==> config.mk <==
export PLATFORM = sky130hd
export DESIGN_NAME = instr_encoder
export DESIGN_NICKNAME = d
export VERILOG_FILES = /design/src/rtl/instr_encoder_pkg.sv /design/src/rtl/instr_fmt.sv /design/src/rtl/instr_encoder.sv
export SDC_FILE = /design/constraint.sdc
export NUM_CORES = 1
export LEC_CHECK = 0
export ABC_AREA = 1
export CAP_MARGIN = 20
export CELL_PAD_IN_SITES_DETAIL_PLACEMENT = 1
export CELL_PAD_IN_SITES_GLOBAL_PLACEMENT = 2
export CORE_MARGIN = 2
export CORE_UTILIZATION = 28
export DETAILED_ROUTE_END_ITERATION = 6
export GPL_ROUTABILITY_DRIVEN = 0
export GPL_TIMING_DRIVEN = 0
export HOLD_SLACK_MARGIN = 0.03
export PLACE_DENSITY = 0.85
export SYNTH_ARGS = -nofsm -noshare
export SYNTH_HDL_FRONTEND = slang
export SYNTH_SLANG_ARGS = --single-unit
==> constraint.sdc <==
create_clock -name clk -period 1.55 [get_ports clk]
set_input_delay 0.31 -clock clk [delete_from_list [all_inputs] [get_ports clk]]
set_output_delay 0.31 -clock clk [all_outputs]
set_load 0.1 [all_outputs]
==> src/rtl/instr_encoder_pkg.sv <==
// Shared RV32I encoding constants: operation kinds, opcodes, funct3/funct7 codes
// and the instruction format selector used by the encoder.
package instr_encoder_pkg;

  localparam logic [3:0] KIND_ADD  = 4'd0;
  localparam logic [3:0] KIND_SUB  = 4'd1;
  localparam logic [3:0] KIND_AND  = 4'd2;
  localparam logic [3:0] KIND_OR   = 4'd3;
  localparam logic [3:0] KIND_SLT  = 4'd4;
  localparam logic [3:0] KIND_ADDI = 4'd5;
  localparam logic [3:0] KIND_LW   = 4'd6;
  localparam logic [3:0] KIND_SW   = 4'd7;
  localparam logic [3:0] KIND_BEQ  = 4'd8;
  localparam logic [3:0] KIND_BLT  = 4'd9;
  localparam logic [3:0] KIND_JAL  = 4'd10;

  localparam logic [6:0] OPC_OP     = 7'b0110011;
  localparam logic [6:0] OPC_OP_IMM = 7'b0010011;
  localparam logic [6:0] OPC_LOAD   = 7'b0000011;
  localparam logic [6:0] OPC_STORE  = 7'b0100011;
  localparam logic [6:0] OPC_BRANCH = 7'b1100011;
  localparam logic [6:0] OPC_JAL    = 7'b1101111;

  localparam logic [2:0] F3_ADD = 3'b000;
  localparam logic [2:0] F3_AND = 3'b111;
  localparam logic [2:0] F3_OR  = 3'b110;
  localparam logic [2:0] F3_SLT = 3'b010;
  localparam logic [2:0] F3_W   = 3'b010;
  localparam logic [2:0] F3_BEQ = 3'b000;
  localparam logic [2:0] F3_BLT = 3'b100;

  localparam logic [6:0] F7_ZERO = 7'h00;
  localparam logic [6:0] F7_ALT  = 7'h20;

  typedef enum logic [2:0] {FMT_R, FMT_I, FMT_S, FMT_B, FMT_J} fmt_e;

endpackage

==> src/rtl/instr_fmt.sv <==
// Combinational RV32I packer: (kind, fields) -> instruction word, legality and
// immediate range flag. RANGE_CHECK=0 forces in_range high (silent truncation).
module instr_fmt
  import instr_encoder_pkg::*;
#(
  parameter bit RANGE_CHECK = 1'b0
) (
  input  logic [3:0]  i_kind,
  input  logic [4:0]  i_rd,
  input  logic [4:0]  i_rs1,
  input  logic [4:0]  i_rs2,
  input  logic [31:0] i_imm,
  output logic [31:0] o_word,
  output logic        o_legal,
  output logic        o_in_range
);

  fmt_e       w_fmt;
  logic [6:0] w_opc;
  logic [2:0] w_f3;
  logic [6:0] w_f7;
  logic       w_fits;

  always_comb begin
    w_fmt   = FMT_R;
    w_opc   = OPC_OP;
    w_f3    = F3_ADD;
    w_f7    = F7_ZERO;
    o_legal = 1'b1;
    case (i_kind)
      KIND_ADD:  w_f3 = F3_ADD;
      KIND_SUB:  begin w_f3 = F3_ADD; w_f7 = F7_ALT; end
      KIND_AND:  w_f3 = F3_AND;
      KIND_OR:   w_f3 = F3_OR;
      KIND_SLT:  w_f3 = F3_SLT;
      KIND_ADDI: begin w_fmt = FMT_I; w_opc = OPC_OP_IMM; w_f3 = F3_ADD; end
      KIND_LW:   begin w_fmt = FMT_I; w_opc = OPC_LOAD;   w_f3 = F3_W;   end
      KIND_SW:   begin w_fmt = FMT_S; w_opc = OPC_STORE;  w_f3 = F3_W;   end
      KIND_BEQ:  begin w_fmt = FMT_B; w_opc = OPC_BRANCH; w_f3 = F3_BEQ; end
      KIND_BLT:  begin w_fmt = FMT_B; w_opc = OPC_BRANCH; w_f3 = F3_BLT; end
      KIND_JAL:  begin w_fmt = FMT_J; w_opc = OPC_JAL; end
      default:   o_legal = 1'b0;
    endcase
  end

  always_comb begin
    o_word = '0;
    w_fits = 1'b1;
    case (w_fmt)
      FMT_R: o_word = {w_f7, i_rs2, i_rs1, w_f3, i_rd, w_opc};
      FMT_I: begin
        o_word = {i_imm[11:0], i_rs1, w_f3, i_rd, w_opc};
        w_fits = (&i_imm[31:11]) || !(|i_imm[31:11]);
      end
      FMT_S: begin
        o_word = {i_imm[11:5], i_rs2, i_rs1, w_f3, i_imm[4:0], w_opc};
        w_fits = (&i_imm[31:11]) || !(|i_imm[31:11]);
      end
      FMT_B: begin
        o_word = {i_imm[12], i_imm[10:5], i_rs2, i_rs1, w_f3, i_imm[4:1], i_imm[11], w_opc};
        w_fits = ((&i_imm[31:12]) || !(|i_imm[31:12])) && !i_imm[0];
      end
      FMT_J: begin
        o_word = {i_imm[20], i_imm[10:1], i_imm[11], i_imm[19:12], i_rd, w_opc};
        w_fits = ((&i_imm[31:20]) || !(|i_imm[31:20])) && !i_imm[0];
      end
      default: o_word = '0;
    endcase
  end

  assign o_in_range = !RANGE_CHECK || w_fits;

endmodule

==> src/rtl/instr_encoder.sv <==
// Streaming RV32I encoder with one-stage registered output, address counter and
// emitted-word counter. Define ENC_RANGE_CHECK_EN to drop out-of-range immediates.
module instr_encoder
  import instr_encoder_pkg::*;
#(
  parameter int unsigned        ADDR_W    = 32,
  parameter int unsigned        CNT_W     = 16,
  parameter logic [ADDR_W-1:0]  BASE_ADDR = '0
) (
  input  logic              clk,
  input  logic              rst_n,
  input  logic              restart,
  input  logic              in_valid,
  output logic              in_ready,
  input  logic [3:0]        in_kind,
  input  logic [4:0]        in_rd,
  input  logic [4:0]        in_rs1,
  input  logic [4:0]        in_rs2,
  input  logic [31:0]       in_imm,
  output logic              out_valid,
  input  logic              out_ready,
  output logic [31:0]       out_word,
  output logic [ADDR_W-1:0] out_addr,
  output logic [CNT_W-1:0]  instr_count,
  output logic              err
);

`ifdef ENC_RANGE_CHECK_EN
  localparam bit RANGE_CHECK = 1'b1;
`else
  localparam bit RANGE_CHECK = 1'b0;
`endif

  logic [31:0]       w_word;
  logic              w_legal;
  logic              w_in_range;
  logic              w_accept;
  logic              w_drop;
  logic              w_emit;
  logic              w_out_hs;

  logic              r_out_valid;
  logic [31:0]       r_out_word;
  logic [ADDR_W-1:0] r_out_addr;
  logic [ADDR_W-1:0] r_addr_cnt;
  logic [CNT_W-1:0]  r_count;
  logic              r_err;

  instr_fmt #(.RANGE_CHECK(RANGE_CHECK)) u_fmt (
    .i_kind     (in_kind),
    .i_rd       (in_rd),
    .i_rs1      (in_rs1),
    .i_rs2      (in_rs2),
    .i_imm      (in_imm),
    .o_word     (w_word),
    .o_legal    (w_legal),
    .o_in_range (w_in_range)
  );

  assign in_ready = !restart && (!r_out_valid || out_ready);
  assign w_accept = in_valid && in_ready;
  assign w_drop   = !w_legal || !w_in_range;
  assign w_emit   = w_accept && !w_drop;
  assign w_out_hs = r_out_valid && out_ready;

  always_ff @(posedge clk or negedge rst_n) begin
    if (!rst_n) begin
      r_out_valid <= 1'b0;
      r_out_word  <= '0;
      r_out_addr  <= '0;
      r_addr_cnt  <= BASE_ADDR;
      r_count     <= '0;
      r_err       <= 1'b0;
    end else if (restart) begin
      r_out_valid <= 1'b0;
      r_addr_cnt  <= BASE_ADDR;
      r_count     <= '0;
      r_err       <= 1'b0;
    end else begin
      if (w_out_hs) r_count <= r_count + CNT_W'(1);
      if (w_emit) begin
        r_out_valid <= 1'b1;
        r_out_word  <= w_word;
        r_out_addr  <= r_addr_cnt;
        r_addr_cnt  <= r_addr_cnt + ADDR_W'(4);
      end else if (w_out_hs) begin
        r_out_valid <= 1'b0;
      end
      if (w_accept && w_drop) r_err <= 1'b1;
    end
  end

  assign out_valid   = r_out_valid;
  assign out_word    = r_out_word;
  assign out_addr    = r_out_addr;
  assign instr_count = r_count;
  assign err         = r_err;

endmodule

======== Yosys cells after proc, flatten, opt, wreduce, memory -nomap -nowiden ========
Index checks and enable logic that the tools add are counted.
storage, ports and cells
  register bits after elaboration ......... 114
  bits of input ports ..................... 56
  output and inout bits ................... 83
  logic and storage cells ................. 58
cells by class
  $add $sub $neg .......................... 2
  eq/ne operators ......................... 14
  muxes and demuxes ....................... 15
  bitwise logic cells ..................... 1
  reductions and logical operators ........ 20
operator list
  kind                                            count
  one-hot mux 32 bit (5 select lines)             1
  2-to-1 mux 32 bit                               2
  one-hot mux 7 bit (5 select lines)              1
  adder 32 x 3 -> 32 bit (second input constant)  1
  2-to-1 mux 16 bit                               2
  one-hot mux 3 bit (4 select lines)              2
  adder 16 x 1 -> 16 bit (second input constant)  1
  == test 4 x 3 -> 1 bit (second input constant)  4
  == test 4 bit (second input constant)           3
  OR reduction 11 bit                             1
  == test 4 x 2 -> 1 bit (second input constant)  2
  == test 3 x 2 -> 1 bit (second input constant)  2
  2-to-1 mux 1 bit                                6
  2-to-1 mux 6 bit                                1
  nonzero test 2 bit                              3
  logical AND 1 bit                               5
  == test 4 x 1 -> 1 bit (second input constant)  1
  logical NOT 4 bit                               1
  OR reduction 2 bit                              2
  == test 3 x 1 -> 1 bit (second input constant)  1
  == test 3 bit (second input constant)           1
  logical NOT 1 bit                               3
  logical NOT 3 bit                               1
  nonzero test 3 bit                              1
  4 further kinds                                 4

======== Depth between registers and ports, before layout ========
Gate-level depths: netlist (run 1).
  word-level depth ........................ 7
  gate-level depth with buffers ........... 11

======== Modules after synthesis ========
Synthesis (run 1) repeated with hierarchy kept, for this count alone.
second synthesis, totals
  cell total of the unflattened synthesis .. 771
  area, all modules ....................... 5724.2 um2
by module, submodules not included
  module         instances  cells an instance  area each (um2)  sequential area each (um2)
  instr_encoder  1          663                5186.2           2752.6
  instr_fmt      1          108                538.0            0.0

======== Worst setup path after synthesis (run 1) ========
Ideal clock, no wire load.
  kind .................................... register to register
  start point ............................. reg r_out_valid (netlist: out_valid)
  end point ............................... reg r_err (netlist: err)
  arrival ................................. 2686 ps
  data required time ...................... 1477 ps
  path slack .............................. -1208 ps
  stages on the path, launching flop included .. 5
  path buffers ............................ 0
  cells stage by stage .................... dfrtp_1 nand2_1 inv_1 nor2_1 a32o_1
between the ends
  cells in the longest elaborated chain, start to end .. 6
ends and longest elaborated chain
  element                       line                 text
  start, declared               instr_encoder.sv:42  logic r_out_valid;
  start signal, assigned        instr_encoder.sv:68  r_out_valid <= 1'b0;
  start signal, assigned        instr_encoder.sv:75  r_out_valid <= 1'b0;
  start signal, assigned        instr_encoder.sv:82  r_out_valid <= 1'b1;
  logical NOT 1 bit             instr_encoder.sv:60  assign in_ready = !restart && (!r_out_valid || out_ready);
  logical OR 1 bit              instr_encoder.sv:60
  logical AND 1 bit             instr_encoder.sv:60
  via in_ready                  instr_encoder.sv:14  output logic in_ready,
  logical AND 1 bit             instr_encoder.sv:61  assign w_accept = in_valid && in_ready;
  logical AND 1 bit             instr_encoder.sv:89  if (w_accept && w_drop) r_err <= 1'b1;
  nonzero test 2 bit (no line)  -
  end signal, assigned          instr_encoder.sv:73  r_err <= 1'b0;
  end signal, assigned          instr_encoder.sv:78  r_err <= 1'b0;
  end signal, assigned          instr_encoder.sv:89
  end, declared                 instr_encoder.sv:47  logic r_err;
The timed path passes the listed nets, and every way through them passes these cells.
A chain may end at the register's enable or synchronous reset.

======== Final worst setup path (run 1) ========
  start point ............................. reg r_out_valid (netlist: out_valid)
  end point ............................... out in_ready
between the ends
  cells in the longest elaborated chain, start to end .. 3
ends and longest elaborated chain
  element            line
  logical NOT 1 bit  instr_encoder.sv:60
  logical OR 1 bit   instr_encoder.sv:60
  logical AND 1 bit  instr_encoder.sv:60
  end, declared      instr_encoder.sv:14
No other way between the ends.

==> metrics.md, run 1 <==
| Metric | Value |
|---|---|
| Outcome | complete, but fails checks |
| Violated checks | negative setup slack |
| DRT iter0 DRCs | roughly 260 |
| Reg power frac | approximately 40% |
| Hold WC Path Type | input port to flop |
| # Max-Cap Violations | 0 |
| Drc violations | 0 |
| Vias | between 5000 and 6000 |
| Drt wl/cell | 16.8 um |
| CP Launch Type | flop |
| Synth cell types | 39 |
| Slew headroom | 44.6% |
| Final net count | 934 |
| Final Util | between 30% and 40% |
| CTS tree | built |
| Ys Warns | 0 |
| WP buf/inv | 2 |
| Total GRT Usage | between 10% and 20% |
| Crit-path max cell delay | between 500 and 600 ps |
| Cell total after placement | 1117 |
| Boundary Pins | 139 |
| Int Pwr | roughly 0.0047 W |
| Fin crit period | 1620 ps |
| Syn Area/Cell | roughly 7.6 um^2 |
| Power share of the clock group | 32.9% |
| Pre-antenna DRT Iters | 4 |
| Critical path capture point type | output port |
| Clk Latency, worst-skew pair | approximately 370 ps |
| IO Port Bufs | about 120 |
| # diodes | 0 |
| Register bit total from synthesis | between 100 and 150 |
| Synth Area in Adders | 0.451% |
| CP Cell Sequence | nand2_4, inv_2, nor2_4, buf_12 |
| CTS buffer count | 9 |
| Die Span X | 145 um |
| WL final | about 19000 um |
| H-tree level count | 3 |
| Die Y | 145 um |
| Final setup TNS | -73.4 ps |
| Crit Path Class | flop to output port |
| Row cnt | 51 |
| Vias/cell | 4.65 |
| WP data required | between 1000 and 1500 ps |
| Synth-to-Final Area Change | 35.5% |
| Fmax | 616 MHz |
| Worst Path Max Fanout | 3 |
| Max Slew Vio Count | 0 |
| CP max-delay cell | dfrtp_4 |
| Share of the yosys chip area belonging to registers | between 40% and 50% |
| Clk root buf | clkbuf_16 |
| CP top delay family | flip-flops |
| Cells after Synth | 726 |
| Post-Synth Simple-Gate Area | roughly a third |
| RSZ-0062 raised after global routing | true |
| Fraction of layout cells with a size suffix above 1 | 24.4% |
| Starting Density | 28.5% |
| Critical path arrival | 1310 ps |
| Die Area | 21000 um^2 |
| P per Cell Area | 1010 nW/um^2 |
| Largest net degree at the start of global routing | 73 |
| Leak | between 3 and 4 nW |
| Core area | 19500 um^2 |
| Final Cycle Share | 105% |
| Post-DP HPWL | around 14000 um |
| Placed cell area | 7250 um^2 |
| Antenna-violating nets left | 0 |
| Reg2reg setup slack | 10 ps |
| Final worst slack | -73.4 ps |
| # setup viols final | 1 |
| Commonest cells after routing, fill and taps aside | 239 x nand2_1, 86 x dfrtp_1, 78 x nor2_1 |
| First-pass GRT wire length | around 30000 um |
| Overall power | 0.00759 W |
| Logic pwr share | 27.0% |
| Antenna violations before repair | 0 |
| Clk sinks | 108 |
| Vias in the first global route | 5437 |
| Worst-Margin Slew | slightly above 800 ps |
| Post-route cell area | 7520 um^2 |
| Synth Area in Compound Gates | 10.1% |
| Largest family of logic cells by synthesized area | simple AND/OR/NAND/NOR gates |
| Sw Share | 38.0% |
| Worst Skew | 13.1 ps |
| Peak supply drop | 0.000576 V |
| Post-synthesis xor/xnor area fraction | 0.316% |
| Net Sw Power | 0.00288 W |
| Clock slew at reported path FFs | 70 ps |
| Cell Area, Synth | 5550 um^2 |
| Most common cell after layout, fill and taps aside | nand2_1 |
| Post-synthesis mux area share | 0% |
| Overflow left after global routing | 0 |
| Final hold vios | 0 |
| Non-Filler Instances | between 1000 and 1500 |
| Clk buf depth | 2 |
## flip-flops by register name (all words and copies together), names as in the netlist
signal / flops
err: 1
instr_count: 16
out_valid: 1
out_addr: 30
out_word: 30
r_addr_cnt: 30
## synth_stat cells (all sizes together)
library cell,n,share of area [%]
ha,2,0.45
nor2,103,7.6
dfrtp,108,49
nor3,8,0.72
nand3b,1,0.14
o21a,1,0.14
nand4,18,2.0
o21ai,51,4.6
conb,1,0.068
a41oi,2,0.45
nor3b,1,0.14
o211ai,1,0.14
clkinv,1,0.29
a211oi,1,0.14
xor2,2,0.32
buf,22,3.1
clkbuf,4,0.27
or2,1,0.11
nand3,45,4.3
a31oi,11,2.3
nand2,252,17
a21oi,21,2.1
a32o,1,0.18
inv,68,4.6
## per-stage QoR
stage	hold slack [ps]	setup slack (ps)
floorplan	14.4	-43.5
global placement	455	-5160
detailed placement	250	-1040
global route	251	-96.0
finish	230	-73.4
CTS	230	-91.8
## final timing paths
kind	start	to	depth (start not counted)
worst max-delay path	out_valid	in_ready	4
worst min-delay path	restart	instr_count[6]	2
worst max register to register	out_valid	r_addr_cnt[10]	8
worst min register to register	out_addr[12]	out_addr[12]	2
max in group asynchronous	rst_n	r_addr_cnt[17]	3
min in group asynchronous	rst_n	instr_count[10]	2
## cells by family (layout without fill, tap and decap cells)
group,count (synthesis),after routing
AND/OR/NAND/NOR,429,429
flip-flops,108,108
buffers and inverters,95,249
AO/OA/AOI/OAI,89,89
adder cells (fa/ha/maj),2,2
XOR/XNOR,2,2
other,1,2
## worst register-to-register path, stage by stage, from the launching register on
cell and delay (ps):
dfrtp_4 510, nand2_4 100, nand3_4 70, nor2_4 120, buf_12 160, nand3_1 140
o21ai_1 180, inv_1 80, nor2_1 100
## power by group through the flow
stage                     Clock, W  Sequential [W]  Combinational, W
after floorplan                  0         0.00416          0.000424
after global placement           0         0.00310           0.00212
after detailed placement         0         0.00310           0.00214
after CTS                  0.00255         0.00304           0.00204
after global routing       0.00264         0.00306           0.00216
final                      0.00250         0.00304           0.00205
## metal layers
metal / wire length (um) / track usage (%) / vias to the layer above / part of all wire, %
met1: 8920 / 25.2 / 2600 / 46
met3: 576 / 2.57 / 19 / 3.0
met4: 334 / 5.06 / 0 / 1.7
met5: 0 / 0 / - / 0
met2: 9450 / 30.7 / 90 / 49
li1: - / - / 2620 / -
## cell type report
class / count / area (um^2)
Clock buffer: 10 / 239
Fill cell: 2408 / 11900
Tap cell: 265 / 332
Timing Repair Buffer: 138 / 1030
Clock inverter: 6 / 71.3
Buffer: 26 / 239
Sequential cell: 108 / 2750
Multi-Input combinational cell: 524 / 2580
Inverter: 69 / 274
## timing repair
action | in CTS | in global routing
endpoints found under the hold margin | 36 | 0
setup buffers | 5 | 6
setup endpoints to repair | 167 | 44
pin swaps | 5 | 12
hold buffers | 1 | 0
gates resized for setup | 450 | 46
cloned | 0 | 1
(Power assumes the default switching activity.)
==> run 2: changes to the inputs <==
--- a/config.mk
+++ b/config.mk
@@ -6,7 +6,7 @@
 export NUM_CORES = 1
 export LEC_CHECK = 0
 export ABC_AREA = 1
-export CAP_MARGIN = 20
+export CAP_MARGIN = 5
 export CELL_PAD_IN_SITES_DETAIL_PLACEMENT = 1
 export CELL_PAD_IN_SITES_GLOBAL_PLACEMENT = 2
 export CORE_MARGIN = 2
==> results of run 2 <==
Same layout as run 1: the final DEF is identical, and so are final timing and power.
